## src/rtl/rr_req_gnt_arbiter_if.sv

```systemverilog
// Request/grant bundle between requesting agents and the round-robin arbiter.
// The master modport is the requester side and the slave modport is the arbiter side.
interface rr_req_gnt_arbiter_if #(
    parameter int N   = 4,
    parameter int IDW = (N > 1) ? $clog2(N) : 1
);
    logic [N-1:0]   req;
    logic           lock;
    logic [N-1:0]   gnt;
    logic           gnt_valid;
    logic [IDW-1:0] gnt_id;
    logic [7:0]     hold_cnt;

    modport master (
        output req,
        output lock,
        input  gnt,
        input  gnt_valid,
        input  gnt_id,
        input  hold_cnt
    );

    modport slave (
        input  req,
        input  lock,
        output gnt,
        output gnt_valid,
        output gnt_id,
        output hold_cnt
    );
endinterface

```

## src/rtl/rr_req_gnt_arbiter.sv

```systemverilog
// Round-robin req/gnt arbiter: one owner at a time, registered one-hot grant
// one cycle after the request, with a MAX_HOLD burst limit that lock can override.
module rr_req_gnt_arbiter #(
    parameter int N        = 4,
    parameter int MAX_HOLD = 4,
    parameter int IDW      = (N > 1) ? $clog2(N) : 1
) (
    input  logic                 clk,
    input  logic                 rst,
    rr_req_gnt_arbiter_if.slave  bus
);

    typedef enum logic {
        ST_IDLE = 1'b0,
        ST_OWN  = 1'b1
    } state_t;

    state_t         state_q,    state_d;
    logic [N-1:0]   gnt_q,      gnt_d;
    logic           gnt_vld_q,  gnt_vld_d;
    logic [IDW-1:0] gnt_id_q,   gnt_id_d;
    logic [IDW-1:0] last_q,     last_d;
    logic [7:0]     hold_cnt_q, hold_cnt_d;

    // First requester found scanning upward from (from+1) mod N with wrap-around.
    function automatic logic [IDW-1:0] pick_next(input logic [N-1:0] r,
                                                 input logic [IDW-1:0] from);
        logic [IDW-1:0] idx;
        logic           found;
        int             cand;
        idx   = from;
        found = 1'b0;
        for (int off = 1; off <= N; off++) begin
            cand = (int'(from) + off) % N;
            if (!found && r[IDW'(cand)]) begin
                idx   = IDW'(cand);
                found = 1'b1;
            end
        end
        return idx;
    endfunction

    // Saturating increment of the hold counter.
    function automatic logic [7:0] sat_inc(input logic [7:0] v);
        return (v == 8'hFF) ? 8'hFF : v + 8'd1;
    endfunction

    logic [IDW-1:0] pick;
    logic           any_req;
    logic           others_pending;
    logic           owner_req;
    logic           burst_expired;

    // Next-state decision: who owns the resource after this edge.
    always_comb begin
        state_d    = state_q;
        gnt_d      = gnt_q;
        gnt_vld_d  = gnt_vld_q;
        gnt_id_d   = gnt_id_q;
        last_d     = last_q;
        hold_cnt_d = hold_cnt_q;

        // last_q always equals the owner while in OWN, so one scan serves both states.
        pick           = pick_next(bus.req, last_q);
        any_req        = |bus.req;
        others_pending = |(bus.req & ~gnt_q);
        owner_req      = |(bus.req & gnt_q);
        burst_expired  = (MAX_HOLD != 0) && (int'(hold_cnt_q) >= MAX_HOLD);

        case (state_q)
            ST_IDLE: begin
                if (any_req) begin
                    state_d     = ST_OWN;
                    gnt_d       = '0;
                    gnt_d[pick] = 1'b1;
                    gnt_vld_d   = 1'b1;
                    gnt_id_d    = pick;
                    last_d      = pick;
                    hold_cnt_d  = 8'd1;
                end else begin
                    gnt_d      = '0;
                    gnt_vld_d  = 1'b0;
                    hold_cnt_d = 8'd0;
                end
            end
            ST_OWN: begin
                if ((!owner_req && others_pending) ||
                    (owner_req && burst_expired && !bus.lock && others_pending)) begin
                    // Hand off back-to-back to the next requester in rotation.
                    gnt_d       = '0;
                    gnt_d[pick] = 1'b1;
                    gnt_vld_d   = 1'b1;
                    gnt_id_d    = pick;
                    last_d      = pick;
                    hold_cnt_d  = 8'd1;
                end else if (!owner_req) begin
                    // Owner released and nobody else is waiting; gnt_id keeps the last owner.
                    state_d    = ST_IDLE;
                    gnt_d      = '0;
                    gnt_vld_d  = 1'b0;
                    hold_cnt_d = 8'd0;
                end else begin
                    // Owner keeps the resource (no competitor, locked, or burst not used up).
                    hold_cnt_d = sat_inc(hold_cnt_q);
                end
            end
            default: begin
                state_d    = ST_IDLE;
                gnt_d      = '0;
                gnt_vld_d  = 1'b0;
                hold_cnt_d = 8'd0;
            end
        endcase
    end

    // State and registered outputs; reset drops any grant on the same edge.
    always_ff @(posedge clk) begin
        if (rst) begin
            state_q    <= ST_IDLE;
            gnt_q      <= '0;
            gnt_vld_q  <= 1'b0;
            gnt_id_q   <= '0;
            last_q     <= IDW'(N - 1);
            hold_cnt_q <= 8'd0;
        end else begin
            state_q    <= state_d;
            gnt_q      <= gnt_d;
            gnt_vld_q  <= gnt_vld_d;
            gnt_id_q   <= gnt_id_d;
            last_q     <= last_d;
            hold_cnt_q <= hold_cnt_d;
        end
    end

    assign bus.gnt       = gnt_q;
    assign bus.gnt_valid = gnt_vld_q;
    assign bus.gnt_id    = gnt_id_q;
    assign bus.hold_cnt  = hold_cnt_q;

endmodule

```

## src/flat_wrapper.sv

```systemverilog
// flat-port wrapper written by rule: the top's interface ports become plain ports
module rr_req_gnt_arbiter_flat 
#(
    parameter int N        = 4,
    parameter int MAX_HOLD = 4,
    parameter int IDW      = (N > 1) ? $clog2(N) : 1
)
  (clk, rst, bus_req, bus_lock, bus_gnt, bus_gnt_valid, bus_gnt_id, bus_hold_cnt);
  rr_req_gnt_arbiter_if #(.N(N), .IDW(IDW)) bus_i ();
  input  logic clk;
  input  logic rst;
  input wire logic [$bits(bus_i.req)-1:0] bus_req;
  input wire logic [$bits(bus_i.lock)-1:0] bus_lock;
  output wire logic [$bits(bus_i.gnt)-1:0] bus_gnt;
  output wire logic [$bits(bus_i.gnt_valid)-1:0] bus_gnt_valid;
  output wire logic [$bits(bus_i.gnt_id)-1:0] bus_gnt_id;
  output wire logic [$bits(bus_i.hold_cnt)-1:0] bus_hold_cnt;
  assign bus_i.req = bus_req;
  assign bus_i.lock = bus_lock;
  assign bus_gnt = bus_i.gnt;
  assign bus_gnt_valid = bus_i.gnt_valid;
  assign bus_gnt_id = bus_i.gnt_id;
  assign bus_hold_cnt = bus_i.hold_cnt;
  rr_req_gnt_arbiter #(.N(N), .MAX_HOLD(MAX_HOLD), .IDW(IDW)) u_core (.clk(clk), .rst(rst), .bus(bus_i));
endmodule
```

## config.mk

```make
export PLATFORM = sky130hd
export DESIGN_NAME = rr_req_gnt_arbiter_flat
export DESIGN_NICKNAME = d
export VERILOG_FILES = /design/src/rtl/rr_req_gnt_arbiter_if.sv /design/src/rtl/rr_req_gnt_arbiter.sv /design/src/flat_wrapper.sv
export SDC_FILE = /design/constraint.sdc
export NUM_CORES = 1
export LEC_CHECK = 0
export ABC_AREA = 1
export ABC_CLOCK_PERIOD_IN_PS = 3000
export BUFFER_PORTS_ARGS = -buffer_cell sky130_fd_sc_hd__buf_2
export CORE_MARGIN = 3
export CORE_UTILIZATION = 45
export DETAILED_ROUTE_END_ITERATION = 6
export GPL_ROUTABILITY_DRIVEN = 0
export PLACE_DENSITY = 0.67
export SETUP_SLACK_MARGIN = 0.1
export SYNTH_ARGS = -nofsm -noshare
export SYNTH_HDL_FRONTEND = slang
export SYNTH_SLANG_ARGS = --single-unit
```

## constraint.sdc

```tcl
create_clock -name clk -period 3 [get_ports clk]
set_clock_uncertainty 0.2 [all_clocks]
set_input_delay 0.3 -clock clk [delete_from_list [all_inputs] [get_ports clk]]
set_output_delay 0.3 -clock clk [all_outputs]
set_load 0.01 [all_outputs]
```

## Yosys cells after proc, flatten, opt, wreduce, memory -nomap -nowiden

Cells that the tools add are included.

- Flip-flop bits (word level): 18
- Bits in latches: 0
- Bits in writable memories: 0
- Bits in read-only memories: 0
- Input port bits: 7
- Logic and storage cells: 84
- Memories kept: 0

- $add $sub $neg: 5
- $mul: 0
- Div/mod/pow operators: 0
- $lt $le $gt $ge: 7
- Equality and inequality tests: 4
- Shift operators: 0
- Mux-type cells: 40
- Bitwise operators: 4
- Reductions and logical operators: 18

Operators by type and width:

| operator | count |
|---|---|
| 2-to-1 mux 8 bit | 3 |
| 2-to-1 mux 1 bit | 18 |
| < comparator 2 x 4 -> 1 bit (second input constant) | 4 |
| case mux 8 bit (2 select lines) | 1 |
| 2-to-1 mux 2 bit | 6 |
| 2-to-1 mux 4 bit | 3 |
| OR reduction 4 bit | 3 |
| adder 8 x 1 -> 8 bit (second input constant) | 1 |
| AND 4 bit | 2 |
| binary-select mux 1 bit (select 2 bit) | 4 |
| equality test 8 bit (second input constant) | 1 |
| greater-or-equal comparator 8 x 3 -> 1 bit (second input constant) | 1 |
| logical AND 1 bit | 8 |
| case mux 4 bit (2 select lines) | 1 |
| zero test 1 bit | 5 |
| adder 2 x 1 -> 2 bit (second input constant) | 2 |
| adder 2 bit (second input constant) | 2 |
| inverter 4 bit | 1 |
| case mux 1 bit (2 select lines) | 2 |
| case mux 2 bit (2 select lines) | 1 |
| < comparator 2 x 3 -> 1 bit (second input constant) | 1 |
| inequality test 3 bit (second input constant) | 1 |
| demux 1 bit (select 2 bit) | 1 |
| greater-or-equal comparator 2 x 1 -> 1 bit (second input constant) | 1 |
| other kinds (5) | 5 |

## Longest topological paths before layout

- Depth in word-level cells: 20
- Depth in mapped cells: 13

## Least setup slack after synthesis

No wires, ideal clock.

- Path kind: register to register
- Start point: register u_core.hold_cnt_q[0] (netlist: u_core.bus.hold_cnt[0])
- End point: register u_core.hold_cnt_q[0] (netlist: u_core.bus.hold_cnt[0])
- Library setup time: 0.059 ns
- Data arrival time: 1.296 ns
- Data required time: 2.741 ns
- Setup slack: 1.445 ns
- Cell stages (with the launch flop): 10
- Buffers on the path: 0
- Period minus slack after synthesis: 1.555 ns
- Cells stage by stage: dfxtp_1 -> ha_1 -> nand3_1 -> inv_1 -> nand3_1 -> nor2_1 -> nand2_1 -> inv_1 -> o21ai_0 -> nand2_1

- Cells in the longest elaborated chain, start to end: 7

RTL lines:

| element | RTL line | RTL |
|---|---|---|
| start, declared | rr_req_gnt_arbiter.sv:23 | `logic [7:0] hold_cnt_q, hold_cnt_d;` |
| start signal, assigned | rr_req_gnt_arbiter.sv:131 | `hold_cnt_q <= hold_cnt_d;` |
| greater-or-equal comparator 8 x 3 -> 1 bit | rr_req_gnt_arbiter.sv:68 | `burst_expired = (MAX_HOLD != 0) && (int'(hold_cnt_q) >= MAX_HOLD);` |
| logical AND 1 bit (3 in a row) | rr_req_gnt_arbiter.sv:88 | `(owner_req && burst_expired && !bus.lock && others_pending)) begin` |
| logical OR 1 bit | rr_req_gnt_arbiter.sv:87 | `if ((!owner_req && others_pending) \|\|` |
| 2-to-1 mux 8 bit * | rr_req_gnt_arbiter.sv:87 |  |
| case mux 8 bit (2 select lines) * | rr_req_gnt_arbiter.sv:70 | `case (state_q)` |

Mark *: on every way between the ends. The rest lies on a longest branch, timed or not.
A chain may end at the register's enable or synchronous reset.

## Final worst setup path

- Start point: register u_core.last_q[0]
- End point: register u_core.gnt_q[2] (netlist: u_core.bus.gnt[2])

- Cells in the longest elaborated chain, start to end: 20

RTL lines:

| element | RTL line | RTL |
|---|---|---|
| start, declared | rr_req_gnt_arbiter.sv:22 | `logic [IDW-1:0] last_q, last_d;` |
| start signal, assigned | rr_req_gnt_arbiter.sv:123 | `last_q <= IDW'(N - 1);` |
| start signal, assigned | rr_req_gnt_arbiter.sv:130 | `last_q <= last_d;` |
| adder 2 x 1 -> 2 bit | rr_req_gnt_arbiter.sv:34 | `cand = (int'(from) + off) % N;` |
| binary-select mux 1 bit (select 2 bit) | rr_req_gnt_arbiter.sv:35 | `if (!found && r[IDW'(cand)]) begin` |
| 2-to-1 mux 1 bit (implied by the code) (2 in a row) | rr_req_gnt_arbiter.sv:35 |  |
| 2-to-1 mux 1 bit | rr_req_gnt_arbiter.sv:35 |  |
| zero test 1 bit | rr_req_gnt_arbiter.sv:35 |  |
| logical AND 1 bit | rr_req_gnt_arbiter.sv:35 |  |
| 2-to-1 mux 1 bit | rr_req_gnt_arbiter.sv:35 |  |
| zero test 1 bit | rr_req_gnt_arbiter.sv:35 |  |
| (+3 left out) | -- |  |
| logical AND 1 bit | rr_req_gnt_arbiter.sv:35 |  |
| 2-to-1 mux 2 bit * | rr_req_gnt_arbiter.sv:35 |  |
| < comparator 2 x 3 -> 1 bit (implied by the code) / greater-or-equal comparator 2 x 1 -> 1 bit (equally long branches) | rr_req_gnt_arbiter.sv:75, rr_req_gnt_arbiter.sv:91 |  |
| logical AND 1 bit (implied by the code) | rr_req_gnt_arbiter.sv:75, rr_req_gnt_arbiter.sv:91 |  |
| 2-to-1 mux 1 bit (implied by the code) | rr_req_gnt_arbiter.sv:75, rr_req_gnt_arbiter.sv:91 |  |
| demux 1 bit (select 2 bit) * | -- |  |
| 2-to-1 mux 4 bit (on tied branches) | rr_req_gnt_arbiter.sv:87, rr_req_gnt_arbiter.sv:72 |  |
| case mux 4 bit (2 select lines) * | rr_req_gnt_arbiter.sv:70 |  |
| end signal, assigned | rr_req_gnt_arbiter.sv:127 | `gnt_q <= gnt_d;` |
| end, declared | rr_req_gnt_arbiter.sv:19 | `logic [N-1:0] gnt_q, gnt_d;` |

Mark *: on every way between the ends. The rest lies on a longest branch, timed or not. The select of a mux whose other input is x is not followed.

==> reports/summary.log <==
[clock_tree] CTS root buffer sky130_fd_sc_hd__clkbuf_4
[power_and_ir_drop] Power Density 861.0 mW/mm2
[run] MaxCap Viol Count 0
[final_layout] Non-Filler Cell Area, Final 0.001320 mm2
[route] number of nets with antenna violations after detailed routing 0
[timing] final max-slew violation count 0
[die] chip height 56.96 um
[timing] maximum clock frequency 565.2 MHz
[clock_tree] clock transition time at the flip-flop clock pins of the worst setup and hold paths 0.10 ns
[timing] Sum Neg Setup Slack 0 ns
[place] I/O Buffers 21
[route] sum of routed wire length over all layers 2441 um
[critical_path] category of the worst setup path capture point register
[timing] setup repair after global routing missed its margin false
[critical_path] endpoint of the worst register-to-register path u_core.bus.gnt[2]
[clock_tree] Hold Buf Count CTS 0
[grt] grt total ovfl 0
[final_layout] fin nets 198
[synthesis] number of library cell types mapped by synthesis 28
[clock_tree] Sink Count 18
[grt] maximum number of pins on one net before global-route repair 10
[place] post-detailed-placement half-perimeter wirelength 2013 um
[route] DR vias/cell 5.130
[clock_tree] source-to-sink clock delay at the later pin of the worst-skew pair 0.28 ns
[route] detailed-routing iteration count for the pre-antenna-repair pass 4
[timing] worst-case headroom to the max-slew limit 73.77%
[route] total DRC errors in the routed layout 0
[final_layout] end-of-flow core utilization 56.42%
[critical_path] first element of the critical path u_core.last_q[0]
[timing] # setup viols final 0
[worst_hold_path] Min-Delay Path Class in -> reg
[timing] post-route fraction of the period consumed by the critical path 58.98%
[power_and_ir_drop] maximum ir drop on the vdd rail 0.0005810 V
[timing] final worst path period need 1.769 ns
[critical_path] capture point of the worst path u_core.bus.gnt[2]
[synthesis] cells after synthesis 164
[clock_tree] TritonCTS clock tree done
[die] x dimension of the die 56.96 um
[grt] via count of the first global-routing pass 1000
[clock_tree] clock buffer depth 2
[power_and_ir_drop] leakage power summed over all cells 0.6306 nW
[timing] Tightest Pin Transition 0.3930 ns
[final_layout] area added between synthesis and finish 12.96%
[timing] total count of hold-check failures in the final report 0
[synthesis] synthesized cell area 0.001169 mm2
[critical_path] Reg2Reg Launch Point u_core.last_q[0]
[synthesis] FF+latch count, synth 18
[die] num rows 17
[synthesis] Mapped Nets 173
[critical_path] worst reg-to-reg path cell count 10
[grt] GRT Total Usage 15.97%
[die] core box area 0.002340 mm2
[clock_tree] CTS Buf Count 3
[critical_path] arrival time of data at the critical path endpoint 1.80 ns
[die] I/O Pins 22
[place] DP Area 0.001297 mm2
[critical_path] maximum fanout count along the critical path 9
[die] area of the die 0.003244 mm2
[final_layout] Diodes inserted 0
[synthesis] sequential share of the synthesized area 30.84%
[route] Starting DRT DRC Count 39
[route] total number of vias 1103
[clock_tree] Setup Buffers After CTS 0
[critical_path] register-to-register path setup slack 1.23 ns
[final_layout] share of layout cells above drive strength 1 31.02%
[critical_path] CP required 3.03 ns
[synthesis] warning count from the yosys run 0
[clock_tree] number of H-tree levels 1
[route] average detailed-routed wire length per instance 11.35 um
[grt] initial antenna violation count 0
[critical_path] Startpoint Class register
[synthesis] average instance area after synthesis 7.126 um2
[clock_tree] post_cts resized 0
[die] Starting Density 49.95%
[grt] first-pass GRT wire length 4181 um
[status] status complete, no violations
[critical_path] Crit Path Category reg -> reg
layer usage:
layer	track usage [%]	wire length (um)	vias to the layer above	share of wire (%)
li1	-	-	584	-
met1	20.50	1184	492	49
met2	25.45	1113	23	46
met3	3.846	111	4	4.5
met4	6.954	30	0	1.2
met5	0	0	-	0
synthesized netlist by cell type:
cell | number | share of area (%)
sky130_fd_sc_hd__a31oi_1 | 5 | 2.7
sky130_fd_sc_hd__dfxtp_1 | 18 | 31
sky130_fd_sc_hd__nor2_1 | 9 | 2.9
sky130_fd_sc_hd__nor2_4 | 2 | 1.9
sky130_fd_sc_hd__nand3_1 | 17 | 7.3
sky130_fd_sc_hd__a21oi_1 | 3 | 1.3
sky130_fd_sc_hd__nand3_4 | 1 | 1.5
sky130_fd_sc_hd__ha_1 | 2 | 2.1
sky130_fd_sc_hd__o21ai_1 | 1 | 0.43
sky130_fd_sc_hd__o21ai_4 | 1 | 1.4
sky130_fd_sc_hd__nand2_2 | 11 | 5.9
sky130_fd_sc_hd__buf_6 | 1 | 0.96
sky130_fd_sc_hd__inv_2 | 4 | 1.3
sky130_fd_sc_hd__inv_1 | 18 | 5.8
sky130_fd_sc_hd__nor3_1 | 3 | 1.3
sky130_fd_sc_hd__o211ai_1 | 1 | 0.64
sky130_fd_sc_hd__nand2_1 | 43 | 14
sky130_fd_sc_hd__nand3_2 | 3 | 2.6
sky130_fd_sc_hd__nand2_4 | 6 | 5.8
sky130_fd_sc_hd__or2_2 | 2 | 1.1
sky130_fd_sc_hd__a211oi_1 | 2 | 1.3
sky130_fd_sc_hd__o21bai_1 | 1 | 0.64
sky130_fd_sc_hd__nor2_2 | 1 | 0.54
sky130_fd_sc_hd__inv_6 | 1 | 0.75
sky130_fd_sc_hd__nor3_4 | 1 | 1.4
sky130_fd_sc_hd__nand4_1 | 4 | 2.1
sky130_fd_sc_hd__o21ai_0 | 2 | 0.86
sky130_fd_sc_hd__o21bai_2 | 1 | 0.96
cell families after synthesis:
group | synth area share [%]
AO/OA/AOI/OAI | 10.17
adder cells (fa/ha/maj) | 2.141
buffers and inverters | 8.779
flip-flops | 30.84
AND/OR/NAND/NOR | 48.07
where the power goes:
part	switching [mW]	total (mW)	internal, mW
Sequential	0.0653	0.359	0.294
Combinational	0.433	0.663	0.230
Clock	0.0679	0.114	0.0465
Total	0.566	1.14	0.571
layout make-up:
class / instances / area [um2]
clock buffer: 3 / 22.52
fill: 230 / 1020
inverter: 23 / 91.34
multi-input combinational: 122 / 705.7
sequential: 18 / 360.3
tap: 28 / 35.03
timing repair buffer: 21 / 105.1
cells in the final DEF, fill, tap and decap left out, types with 3 or more instances in the layout:
cell type,count
sky130_fd_sc_hd__inv_2,4
sky130_fd_sc_hd__nand2_1,43
sky130_fd_sc_hd__nor3_1,3
sky130_fd_sc_hd__nand4_1,4
sky130_fd_sc_hd__nand2_2,11
sky130_fd_sc_hd__nor2_1,9
sky130_fd_sc_hd__nand3_2,3
sky130_fd_sc_hd__a21oi_1,3
sky130_fd_sc_hd__nand3_1,17
sky130_fd_sc_hd__a31oi_1,5
sky130_fd_sc_hd__nand2_4,6
sky130_fd_sc_hd__inv_1,18
sky130_fd_sc_hd__dfxtp_1,18
sky130_fd_sc_hd__clkbuf_4,3
sky130_fd_sc_hd__buf_2,21
worst max-delay path: stages (launching register included):
cell                      delay, ns
sky130_fd_sc_hd__dfxtp_1       0.57
sky130_fd_sc_hd__inv_6         0.09
sky130_fd_sc_hd__nand2_1       0.11
sky130_fd_sc_hd__nand2_4       0.07
sky130_fd_sc_hd__nand2_4       0.08
sky130_fd_sc_hd__nand2_4       0.06
sky130_fd_sc_hd__o21ai_1       0.15
sky130_fd_sc_hd__nand3_2       0.12
sky130_fd_sc_hd__nand2_2       0.11
sky130_fd_sc_hd__nand3_1       0.08
sky130_fd_sc_hd__nand2_1       0.06
worst min path at each step:
stage / start / to / slack (ns) / cells after the start
final: rst / u_core.state_q / 0.08 / 2
after global routing: rst / u_core.state_q / 0.08 / 2
after floorplan: rst / u_core.state_q / 0.17 / 1
after CTS: rst / u_core.state_q / 0.07 / 2
after detailed placement: u_core.bus.gnt_valid / u_core.bus.gnt_valid / 0.26 / 2
after global placement: u_core.bus.gnt_id[1] / u_core.bus.gnt_id[1] / 0.27 / 2
per-stage QoR:
stage          cells  power, mW  hold slack, ns  worst slack (ns)
2_1_floorplan    164     0.9083          0.1691             1.445
3_3_place_gp     212      1.023          0.2733             1.225
3_5_place_dp     212      1.034          0.2636             1.230
4_1_cts          215      1.149         0.07121             1.209
5_1_grt          215      1.247         0.08387             1.037
6_report         215      1.137         0.08489             1.231
registers in the layout, summed over array words and instances (netlist names):
register / cells
u_core.bus.gnt: 4
u_core.bus.gnt_id: 2
u_core.bus.gnt_valid: 1
u_core.bus.hold_cnt: 8
u_core.last_q: 2
u_core.state_q: 1
No activity file was read; power rests on OpenSTA's default activity.
